==> src/rtl/alu_arbiter.sv <==
// alu_arbiter: shares one ALU between two requesters. It accepts one operation
// at a time, holds the ALU operands for ALU_LAT edges, and returns the result
// on the owner's response port with backpressure.
// Optional feature: define ALU_ARB_RR_EN for round-robin tie breaking;
// otherwise port 0 has fixed priority.
module alu_arbiter #(
  parameter int unsigned ALU_LAT = 1
) (
  input  logic        clk,
  input  logic        rst_n,
  input  logic        req0_valid,
  output logic        req0_ready,
  input  logic [5:0]  req0_alucode,
  input  logic [31:0] req0_op1,
  input  logic [31:0] req0_op2,
  input  logic        req1_valid,
  output logic        req1_ready,
  input  logic [5:0]  req1_alucode,
  input  logic [31:0] req1_op1,
  input  logic [31:0] req1_op2,
  output logic        rsp0_valid,
  input  logic        rsp0_ready,
  output logic [31:0] rsp0_result,
  output logic        rsp1_valid,
  input  logic        rsp1_ready,
  output logic [31:0] rsp1_result,
  output logic [5:0]  alu_code,
  output logic [31:0] alu_r1,
  output logic [31:0] alu_r2,
  input  logic [31:0] alu_result,
  output logic        busy
);

  localparam int unsigned CNT_W = 3;

  typedef enum logic [1:0] {IDLE, EXEC, RESP} state_t;

  state_t           state_q;
  state_t           state_d;
  logic             owner_q;
  logic [CNT_W-1:0] cnt_q;
  logic             grant0;
  logic             grant1;
  logic             accept;
  logic             capture;
  logic             done;

`ifdef ALU_ARB_RR_EN
  logic             last_q;

  // Round-robin: on a tie grant the port that did not win last time.
  always_comb begin
    grant0 = req0_valid & (~req1_valid | last_q);
    grant1 = req1_valid & (~req0_valid | ~last_q);
  end

  // Last-grant pointer; reset value 1 lets port 0 win the first tie.
  always_ff @(posedge clk or negedge rst_n) begin
    if (!rst_n) begin
      last_q <= 1'b1;
    end else if (accept) begin
      last_q <= grant1;
    end
  end
`else
  // Fixed priority: port 0 always wins.
  always_comb begin
    grant0 = req0_valid;
    grant1 = req1_valid & ~req0_valid;
  end
`endif

  assign req0_ready = (state_q == IDLE) & grant0;
  assign req1_ready = (state_q == IDLE) & grant1;

  // State register.
  always_ff @(posedge clk or negedge rst_n) begin
    if (!rst_n) begin
      state_q <= IDLE;
    end else begin
      state_q <= state_d;
    end
  end

  // Next-state and control strobes.
  always_comb begin
    state_d = state_q;
    accept  = 1'b0;
    capture = 1'b0;
    done    = 1'b0;
    case (state_q)
      IDLE: begin
        if (grant0 | grant1) begin
          accept  = 1'b1;
          state_d = EXEC;
        end
      end
      EXEC: begin
        if (cnt_q == CNT_W'(ALU_LAT)) begin
          capture = 1'b1;
          state_d = RESP;
        end
      end
      RESP: begin
        done = owner_q ? rsp1_ready : rsp0_ready;
        if (done) begin
          state_d = IDLE;
        end
      end
      default: state_d = IDLE;
    endcase
  end

  // ALU drive registers, latency counter and owner; loaded only on accept.
  always_ff @(posedge clk or negedge rst_n) begin
    if (!rst_n) begin
      alu_code <= '0;
      alu_r1   <= '0;
      alu_r2   <= '0;
      owner_q  <= 1'b0;
      cnt_q    <= '0;
    end else if (accept) begin
      alu_code <= grant1 ? req1_alucode : req0_alucode;
      alu_r1   <= grant1 ? req1_op1 : req0_op1;
      alu_r2   <= grant1 ? req1_op2 : req0_op2;
      owner_q  <= grant1;
      cnt_q    <= '0;
    end else if (state_q == EXEC) begin
      cnt_q <= cnt_q + CNT_W'(1);
    end
  end

  // Response registers: set on capture, cleared on the owner's handshake.
  always_ff @(posedge clk or negedge rst_n) begin
    if (!rst_n) begin
      rsp0_valid  <= 1'b0;
      rsp0_result <= '0;
      rsp1_valid  <= 1'b0;
      rsp1_result <= '0;
    end else if (capture) begin
      if (owner_q) begin
        rsp1_valid  <= 1'b1;
        rsp1_result <= alu_result;
      end else begin
        rsp0_valid  <= 1'b1;
        rsp0_result <= alu_result;
      end
    end else if (done) begin
      if (owner_q) begin
        rsp1_valid <= 1'b0;
      end else begin
        rsp0_valid <= 1'b0;
      end
    end
  end

  // Registered busy flag tracking the state register.
  always_ff @(posedge clk or negedge rst_n) begin
    if (!rst_n) begin
      busy <= 1'b0;
    end else begin
      busy <= (state_d != IDLE);
    end
  end

endmodule

==> config.mk <==
export PLATFORM = sky130hd
export DESIGN_NAME = alu_arbiter
export DESIGN_NICKNAME = d
export VERILOG_FILES = /design/src/rtl/alu_arbiter.sv
export SDC_FILE = /design/constraint.sdc
export NUM_CORES = 1
export LEC_CHECK = 0
export CAP_MARGIN = 20
export CORE_ASPECT_RATIO = 0.5
export CORE_UTILIZATION = 42
export DETAILED_ROUTE_END_ITERATION = 8
export PLACE_DENSITY = 0.81
export SLEW_MARGIN = 20
export SYNTH_ARGS = -nofsm -noshare
export SYNTH_HDL_FRONTEND = slang
export SYNTH_SLANG_ARGS = --single-unit
==> constraint.sdc <==
create_clock -name clk -period 2.2 [get_ports clk]
set_input_delay 0.44 -clock clk [delete_from_list [all_inputs] [get_ports clk]]
set_output_delay 0.44 -clock clk [all_outputs]
set_load 0.005 [all_outputs]
[After elaboration in Yosys (flattened, before gate mapping)]
Index checks and enable logic that the tools add are counted.
Storage, ports and cells
  logic and storage cells: 56
  memories kept: 0
  flip-flop bits (word level): 143
  memory bits (read-only): 0
  input port bits: 178
  output and inout port bits: 139
  bits in latches: 0
  bits in writable memories: 0
Operators by class
  order comparisons: 0
  add/subtract/negate cells: 1
  multiplexer cells: 23
  shifts and indexed selects: 0
  div/mod/pow operators: 0
  multipliers: 0
  reductions and logical operators: 8
  equality and inequality tests: 7
  bitwise logic cells: 6
Operator list (number)
  32-bit two-way mux: 2
  1-bit two-way mux: 14
  2-bit != test, second input constant: 4
  2-bit two-way mux: 3
  3-bit two-way mux: 2
  6-bit two-way mux: 1
  2-bit one-hot mux with 3 select lines: 1
  3-bit AND reduction: 2
  2-bit nonzero test: 3
  2-bit AND reduction: 2
  3-bit by 1-bit adder with 3-bit output, second input constant: 1
  1-bit bitwise AND: 3
  3-bit by 1-bit == test with 1-bit output, second input constant: 1
  2-bit by 1-bit == test with 1-bit output, second input constant: 1
  2-bit == test, second input constant: 1
  2-bit logical NOT: 1
  1-bit inverter: 2
  1-bit OR: 1

[Longest topological paths before layout]
Gate-level depths: netlist (run 1).
  depth in word-level cells: 6
  depth in mapped cells: 6
  mapped depth without buffers: 5

[Least setup slack after synthesis (run 1)]
OpenSTA, ideal clock, no wires.
  kind: input port to flip-flop
  start: in req1_valid
  end: reg alu_r2[19]
  required time: 2075 ps
  arrival: 1440 ps
  stages on the path: 5
  slack: 635 ps
  path through: nor2b_1 > buf_6 > buf_6 > mux2_4 > mux2_4
Between the ends
  longest elaborated chain between the ends: 4
  elaborated cells on any way between the ends: 5
RTL lines
  from (decl): RTL line 16  | input logic req1_valid,
  1-bit bitwise AND (*): RTL line 69  | grant1 = req1_valid & ~req0_valid;
  1-bit OR: RTL line 93  | if (grant0 | grant1) begin
  1-bit two-way mux: RTL line 93
  1-bit two-way mux: RTL line 91  | case (state_q)
  to (signal assigned): RTL line 125  | alu_r2 <= grant1 ? req1_op2 : req0_op2;
  to (decl): RTL line 29  | output logic [31:0] alu_r2,
Every way passes the cells marked *; elsewhere a longest branch is shown, timed or not.
A chain may end at the register's enable or synchronous reset.

[Final worst setup path (run 1)]
  start: in req1_valid
  end: out req1_ready
Between the ends
  longest elaborated chain between the ends: 2
RTL lines
  1-bit bitwise AND: RTL line 69
  1-bit bitwise AND: RTL line 74  | assign req1_ready = (state_q == IDLE) & grant1;
  to (decl): RTL line 17  | output logic req1_ready,
No other way between the ends.

==> reports/qor_table.md, run 1 <==
| Metric | This run | Unit |
|:---|:---|:---|
| Final worst slack | 31.8 | ps |
| Finish-stage setup viols | 0 | - |
| Vias post-DR | 4633 | - |
| Worst-case register-to-register setup slack | 360 | ps |
| Number of placed instances, taps included | 944 | - |
| Detailed-router iteration count before antenna repair | 4 | - |
| Layout-stage area growth over the synthesis result | 58.9 | % |
| Transition time at the pin with the least slew margin | 572 | ps |
| Number of standard-cell rows in the floorplan | 32 | - |
| Number of antenna violations at the first check in global routing | 0 | - |
| Clock net sink count | 143 | - |
| Most common library cell in the layout ignoring fill and taps | sky130_fd_sc_hd__clkdlybuf4s50_1 | - |
| Type of the worst setup path | in2out | - |
| Pins over their slew limit | 0 | - |
| Final Instance Area | 11100 | um2 |
| H-tree lvl count | 4 | - |
| Number of remaining DRC errors | 0 | - |
| Yosys warning count | 0 | - |
| Critical Path Fanout Max | 3 | - |
| Final setup skew | 11.3 | ps |
| Power Density | 1290 | nW/um2 |
| Number of violations reported at the end of detailed-routing iteration 0 | 128 | - |
| Top library cells by usage in the layout, fill and taps aside | sky130_fd_sc_hd__clkdlybuf4s50_1 (314), sky130_fd_sc_hd__mux2_4 (160), sky130_fd_sc_hd__dfrtp_1 (142) | - |
| Ports | 317 | - |
| Final ANT Viol Nets | 0 | - |
| Arrival time of data at the critical path endpoint | 1730 | ps |
| Count of cells along the worst register-to-register path | 6 | - |
| Outcome | complete, no violations | - |
| Count of input and output buffers | 316 | - |
| Time the worst path needs with I/O delays and setup | 2170 | ps |
| Post-synthesis instance total | 410 | - |
| Worst Hold Class | in2async | - |
| Final Instance Count excl. Fillers | 978 | - |
| Setup Slack @ Placement | 14.8 | ps |
| Per-cell via count in the routed design | 4.74 | - |
| Startpoint of the worst setup timing path | req1_valid | - |
| Primary FF master, synth | sky130_fd_sc_hd__dfrtp_1 | - |
| Endpoint type of the worst setup path | output pin | - |
| CTS clock-pin slew for the worst setup and hold paths | 70 | ps |
| Max clock buf depth | 2 | - |
| Final HPWL from detailed placement | 13400 | um |
| TritonCTS clock tree | done | - |
| Required time worst endpoint | 1760 | ps |
| First-pass GRT wire length | 27400 | um |
| Remaining global-route overflow | 0 | - |
| Final routed wire length divided by cell count | 18.2 | um |
| Root buffer cell | sky130_fd_sc_hd__clkbuf_16 | - |
| Global routing usage summed across all routing layers | 21.1 | % |
| Number of antenna diodes | 0 | - |
| Starting Density | 44.2 | % |
| Largest net degree at the start of global routing | 57 | - |
| Nets | 924 | - |
| Launching point of the worst reg2reg path | cnt_q[1] | - |
| Post-Syn Area per Cell | 17.1 | um2 |
| Yosys reg bits | 143 | - |
| Via count of the first global-routing pass | 5024 | - |
| Top cells by area, synth | sky130_fd_sc_hd__dfrtp_1 (51%), sky130_fd_sc_hd__mux2_4 (34%), sky130_fd_sc_hd__mux2_2 (6.9%), sky130_fd_sc_hd__buf_6 (3.1%), sky130_fd_sc_hd__buf_4 (0.54%) | - |
| Worst VDD drop | 707 | uV |
| Routed Wire Length | 17800 | um |
| Standard cell core area | 15800 | um2 |
| Number of enable flip-flop cells after synthesis | 0 | - |
| Post-synthesis async set-or-reset flop share | 100 | % |
| Fmax | 461 | MHz |
| Count of cell types in the netlist | 30 | - |
| Layout cells sized above 1 | 35.7 | % |
| Post-Place Cell Area | 10500 | um2 |
| Netlist Area Pre-Place | 6990 | um2 |
| Max Cap Viol | 0 | - |
| Total CTS buffers | 17 | - |
| Share of the yosys chip area belonging to registers | 51.2 | % |
| Final Cycle Share | 98.6 | % |
| Height of the die | 93.3 | um |
| Remaining max-slew budget at the tightest pin | 61.9 | % |
| Post-layout util | 70.3 | % |
| Cell leakage power | 0.00490 | uW |
| Nets in the synthesized netlist | 590 | - |
| Final count of hold timing violations | 0 | - |
| RePlAce Congestion | 0.769 | - |
| Biggest area consumer among synthesized cells | sky130_fd_sc_hd__dfrtp_1 | - |
| Area share of the largest cell type after synthesis | 51.2 | % |
| Chip width | 185 | um |
| Power Total | 14300 | uW |
| Kind of start point of the critical path | input pin | - |
| Die area | 17200 | um2 |
| Clock latency of the later-clocked register in the worst-skew pair | 420 | ps |
[state kept, by name, summed over array words and instances, names as in the netlist]
signal / count
alu_code: 6
alu_r1: 32
alu_r2: 32
busy: 1
cnt_q: 3
owner_q: 1
rsp0_result: 32
rsp0_valid: 1
rsp1_result: 32
rsp1_valid: 1
state_q: 2
[cells in the mapped netlist (2+ instances only)]
master,count
sky130_fd_sc_hd__a21oi_1,5
sky130_fd_sc_hd__and2_1,2
sky130_fd_sc_hd__buf_4,5
sky130_fd_sc_hd__buf_6,19
sky130_fd_sc_hd__dfrtp_1,143
sky130_fd_sc_hd__ha_1,2
sky130_fd_sc_hd__inv_1,3
sky130_fd_sc_hd__mux2_2,43
sky130_fd_sc_hd__mux2_4,160
sky130_fd_sc_hd__nand2_1,2
sky130_fd_sc_hd__nand3b_1,2
sky130_fd_sc_hd__nor2_1,3
sky130_fd_sc_hd__nor2_2,2
sky130_fd_sc_hd__o21ai_0,3
[path summary, 6_finish.rpt]
kind	endpoint
setup / recovery	req1_ready
hold / removal	alu_r2[11]
setup reg to reg	rsp1_result[26]
hold reg to reg	alu_r2[18]
max in group asynchronous	alu_r1[4]
min in group clk	alu_r2[18]
[where the power goes]
group | switching (uW) | internal, uW
Sequential | 809 | 3980
Combinational | 1950 | 4690
Clock | 1340 | 1540
Total | 4090 | 10200
[area by class of cell]
type,count,area (um2)
clock buffers,17,425
flip-flops and latches,143,3580
inverters,3,11.3
multi-input cells,239,3180
repair buffers,340,3460
clock inverters,15,186
fillers,1074,4700
well taps,221,277
[metrics by stage]
step / TNS, ps / hold slack (ps)
final: 0 / 0.467
after global routing: -1.72 / 17.0
after CTS: 0 / 4.67
after detailed placement: 0 / 455
after global placement: 0 / 451
after floorplan: 0 / 144
[what timing repair did]
item / CTS / global route
setup buffers: 1 / 1
gates resized for setup: 2 / 2
endpoints found under the setup margin: 2 / 2
pin swaps: 0 / 1
hold buffers: 0 / 0
[routing by layer]
metal / routed length [um] / up-vias / track usage, %
met2: 9510 / 121 / 38.6
met1: 7190 / 2357 / 24.5
li1: - / 2125 / -
met3: 630 / 30 / 4.09
met4: 424 / 0 / 8.26
met5: 0 / - / 0
[worst max-delay path, stage by stage]
cell,delay [ps]
sky130_fd_sc_hd__clkdlybuf4s50_1,470
sky130_fd_sc_hd__nor2b_4,180
sky130_fd_sc_hd__and2_1,140
sky130_fd_sc_hd__clkdlybuf4s50_1,490
[kinds of logic after synthesis]
family / Yosys count / synth area share [%]
DFF: 143 / 51.2
muxes: 205 / 41.6
AOI/OAI and AO/OA: 12 / 1.02
adders and majority gates: 2 / 0.358
buffers and inverters: 28 / 3.83
and+or+nand+nor: 20 / 2.06
No activity file was read; power rests on OpenSTA's default activity.
==> run 2, diff against run 1 <==
Settings changed: CORE_UTILIZATION 42 to 43, CTS_BUF_LIST set to sky130_fd_sc_hd__clkbuf_8, PLACE_DENSITY 0.81 to 0.83.
==> run 2 against run 1 <==
Maximum frequency increased by 1.3%; clock power shrank 24%; die area down 2.3%; first-iteration DRC count is 22% higher; wire length shrank 0.29%; combinational power is essentially flat; worst setup slack better by 29 ps; largest power group unchanged; highest routed layer unchanged; critical path depth did not move; final cell count fell by 0.41%.
==> reports/qor_table.md, run 2 (synthesized netlist as in run 1, its figures left out) <==
| Metric | This run | Unit | vs previous |
|:---|:---|:---|:---|
| CP bufs+invs | 2 | - | unchanged |
| Top library cells by usage in the layout, fill and taps aside | sky130_fd_sc_hd__clkdlybuf4s50_1 (315), sky130_fd_sc_hd__mux2_4 (160), sky130_fd_sc_hd__dfrtp_1 (142) | - |  |
| Worst-case register-to-register setup slack | 470 | ps | +110 ps |
| Chip width | 182 | um | -1.2% |
| Layout cells sized above 1 | 35.1 | % | -0.61 points |
| Most common library cell in the layout ignoring fill and taps | sky130_fd_sc_hd__clkdlybuf4s50_1 | - |  |
| Final count of hold timing violations | 0 | - | unchanged |
| Count of cells along the worst register-to-register path | 5 | - | -1 |
| Starting Density | 44.7 | % | +0.45 points |
| Endpoint of the worst register-to-register path | rsp0_result[26] | - |  |
| Max clock buf depth | 2 | - | unchanged |
| Worst VDD drop | 639 | uV | -9.7% |
| Number of antenna violations at the first check in global routing | 0 | - | unchanged |
| Cell leakage power | 0.00477 | uW | -2.7% |
| Per-cell via count in the routed design | 4.75 | - | +0.22% |
| Summed negative setup slack over all endpoints | 0 | ps | unchanged |
| Number of standard-cell rows in the floorplan | 32 | - | unchanged |
| Largest net degree at the start of global routing | 44 | - | -23% |
| Number of remaining DRC errors | 0 | - | unchanged |
| Root buffer cell | sky130_fd_sc_hd__clkbuf_8 | - |  |
| Vias post-DR | 4624 | - | -0.19% |
| Count of input and output buffers | 316 | - | unchanged |
| Endpoint type of the worst setup path | output pin | - |  |
| Nets | 920 | - | -0.43% |
| Final setup skew | 17.0 | ps | +5.78 ps |
| Remaining global-route overflow | 0 | - | unchanged |
| Arrival time of data at the critical path endpoint | 1700 | ps | -30 ps |
| Layout-stage area growth over the synthesis result | 55.3 | % |  |
| Fmax | 467 | MHz | +1.3% |
| Number of violations reported at the end of detailed-routing iteration 0 | 156 | - | +22% |
| Biggest cell delay along the critical path | 500 | ps | about the same |
| Clock latency of the later-clocked register in the worst-skew pair | 440 | ps | +20 ps |
| RePlAce Congestion | 0.833 | - | +8.4% |
| Required time worst endpoint | 1760 | ps | about the same |
| Total CTS buffers | 17 | - | unchanged |
| Post-Place Cell Area | 10400 | um2 | -0.53% |
| Power Density | 1250 | nW/um2 | -2.8% |
| Number of placed instances, taps included | 939 | - | -0.53% |
| Time the worst path needs with I/O delays and setup | 2140 | ps | -28.6 ps |
| Final routed wire length divided by cell count | 18.2 | um | +0.12% |
| Final Instance Count excl. Fillers | 974 | - | -0.41% |
| Global routing usage summed across all routing layers | 21.5 | % | +0.45 points |
| Critical Path Fanout Max | 2 | - | -1 |
| Kind of start point of the critical path | input pin | - |  |
| Die area | 16800 | um2 | -2.3% |
| Most frequent cell on the critical path | sky130_fd_sc_hd__clkdlybuf4s50_1 | - |  |
| Remaining max-slew budget at the tightest pin | 76.3 | % | +14 points |
| Power Total | 13600 | uW | -5.0% |
| Crit path max-delay family | buffers and inverters | - |  |
| Via count of the first global-routing pass | 5143 | - | +2.4% |
| H-tree lvl count | 4 | - | unchanged |
| Number of antenna diodes | 0 | - | unchanged |
| CP max-delay cell | sky130_fd_sc_hd__clkdlybuf4s50_1 | - |  |
| Unrepaired setup endpoints after global routing | no | - |  |
| Final HPWL from detailed placement | 13300 | um | -0.71% |
| CTS clock-pin slew for the worst setup and hold paths | 90 | ps | +20 ps |
| Max Cap Viol | 0 | - | unchanged |
| Clock net sink count | 143 | - | unchanged |
| Finish-stage setup viols | 0 | - | unchanged |
| Transition time at the pin with the least slew margin | 356 | ps | -216 ps |
| Type of the worst setup path | in2out | - |  |
| Startpoint of the worst setup timing path | req1_valid | - |  |
| First-pass GRT wire length | 27800 | um | +1.7% |
| Worst Hold Class | in2async | - |  |
| Height of the die | 92.2 | um | -1.1% |
| Final Cycle Share | 97.3 | % | -1.3 points |
| List of cells traversed by the critical path | clkdlybuf4s50_1 -> nor2b_4 -> and2_1 -> clkdlybuf4s50_1 | - |  |
| Outcome | complete, no violations | - |  |
| Final Instance Area | 10900 | um2 | -2.3% |
| Launching point of the worst reg2reg path | state_q[1] | - |  |
| Standard cell core area | 15700 | um2 | -1.0% |
| Pins over their slew limit | 0 | - | unchanged |
| Detailed-router iteration count before antenna repair | 5 | - | +1 |
| Ports | 317 | - | unchanged |
| Routed Wire Length | 17700 | um | -0.29% |
| TritonCTS clock tree | done | - |  |
| Final ANT Viol Nets | 0 | - | unchanged |
| Post-layout util | 69.4 | % | -0.90 points |
## run 2: metrics by stage
stage / hold slack [ps] / setup WS, ps
3_3_place_gp: 358 / 8.80
4_1_cts: 455 / 39.8
3_5_place_dp: 359 / -37.2
5_1_grt: 498 / 7.42
2_1_floorplan: 144 / 635
6_report: 468 / 60.4
## run 2: power breakdown
| group | switching (uW) | total (uW) | internal, uW |
|---|---|---|---|
| clock | 1130 | 2180 | 1050 |
| combinational | 1940 | 6610 | 4670 |
| sequential | 822 | 4800 | 3980 |
| total | 3900 | 13600 | 9700 |
## run 2: layout make-up
class,count,area [um2]
fill,1062,4790
sequential,143,3580
timing repair buffer,336,3420
multi-input combinational,239,3170
tap,221,277
clock buffer,17,234
clock inverter,15,175
inverter,3,11.3
## run 2: how the worst max path moves through the flow
| stage | to | slack (ps) | depth (start not counted) |
|---|---|---|---|
| 2_1_floorplan | alu_r2[19] | 640 | 5 |
| 3_3_place_gp | alu_r2[18] | 9 | 5 |
| 3_5_place_dp | alu_r2[18] | -40 | 5 |
| 4_1_cts | req0_ready | 40 | 3 |
| 5_1_grt | req0_ready | 7 | 3 |
| 6_report | req1_ready | 60 | 4 |
## run 2: routing by layer
| metal | GRT usage, % | wire length (um) | part of all wire [%] | up-vias |
|---|---|---|---|---|
| li1 | - | - | - | 2122 |
| met1 | 25.4 | 7170 | 41 | 2353 |
| met2 | 40.3 | 9710 | 55 | 123 |
| met3 | 2.94 | 503 | 2.8 | 26 |
| met4 | 7.56 | 324 | 1.8 | 0 |
| met5 | 0 | 0 | 0 | - |
## run 2: what timing repair did
item / 4_1_cts / 5_1_grt
setup endpoints to repair: 2 / 0
resized for setup: 2 / 0
hold endpoints to repair: 32 / 0
hold buffers: 1 / 0
setup buffers: 2 / 0
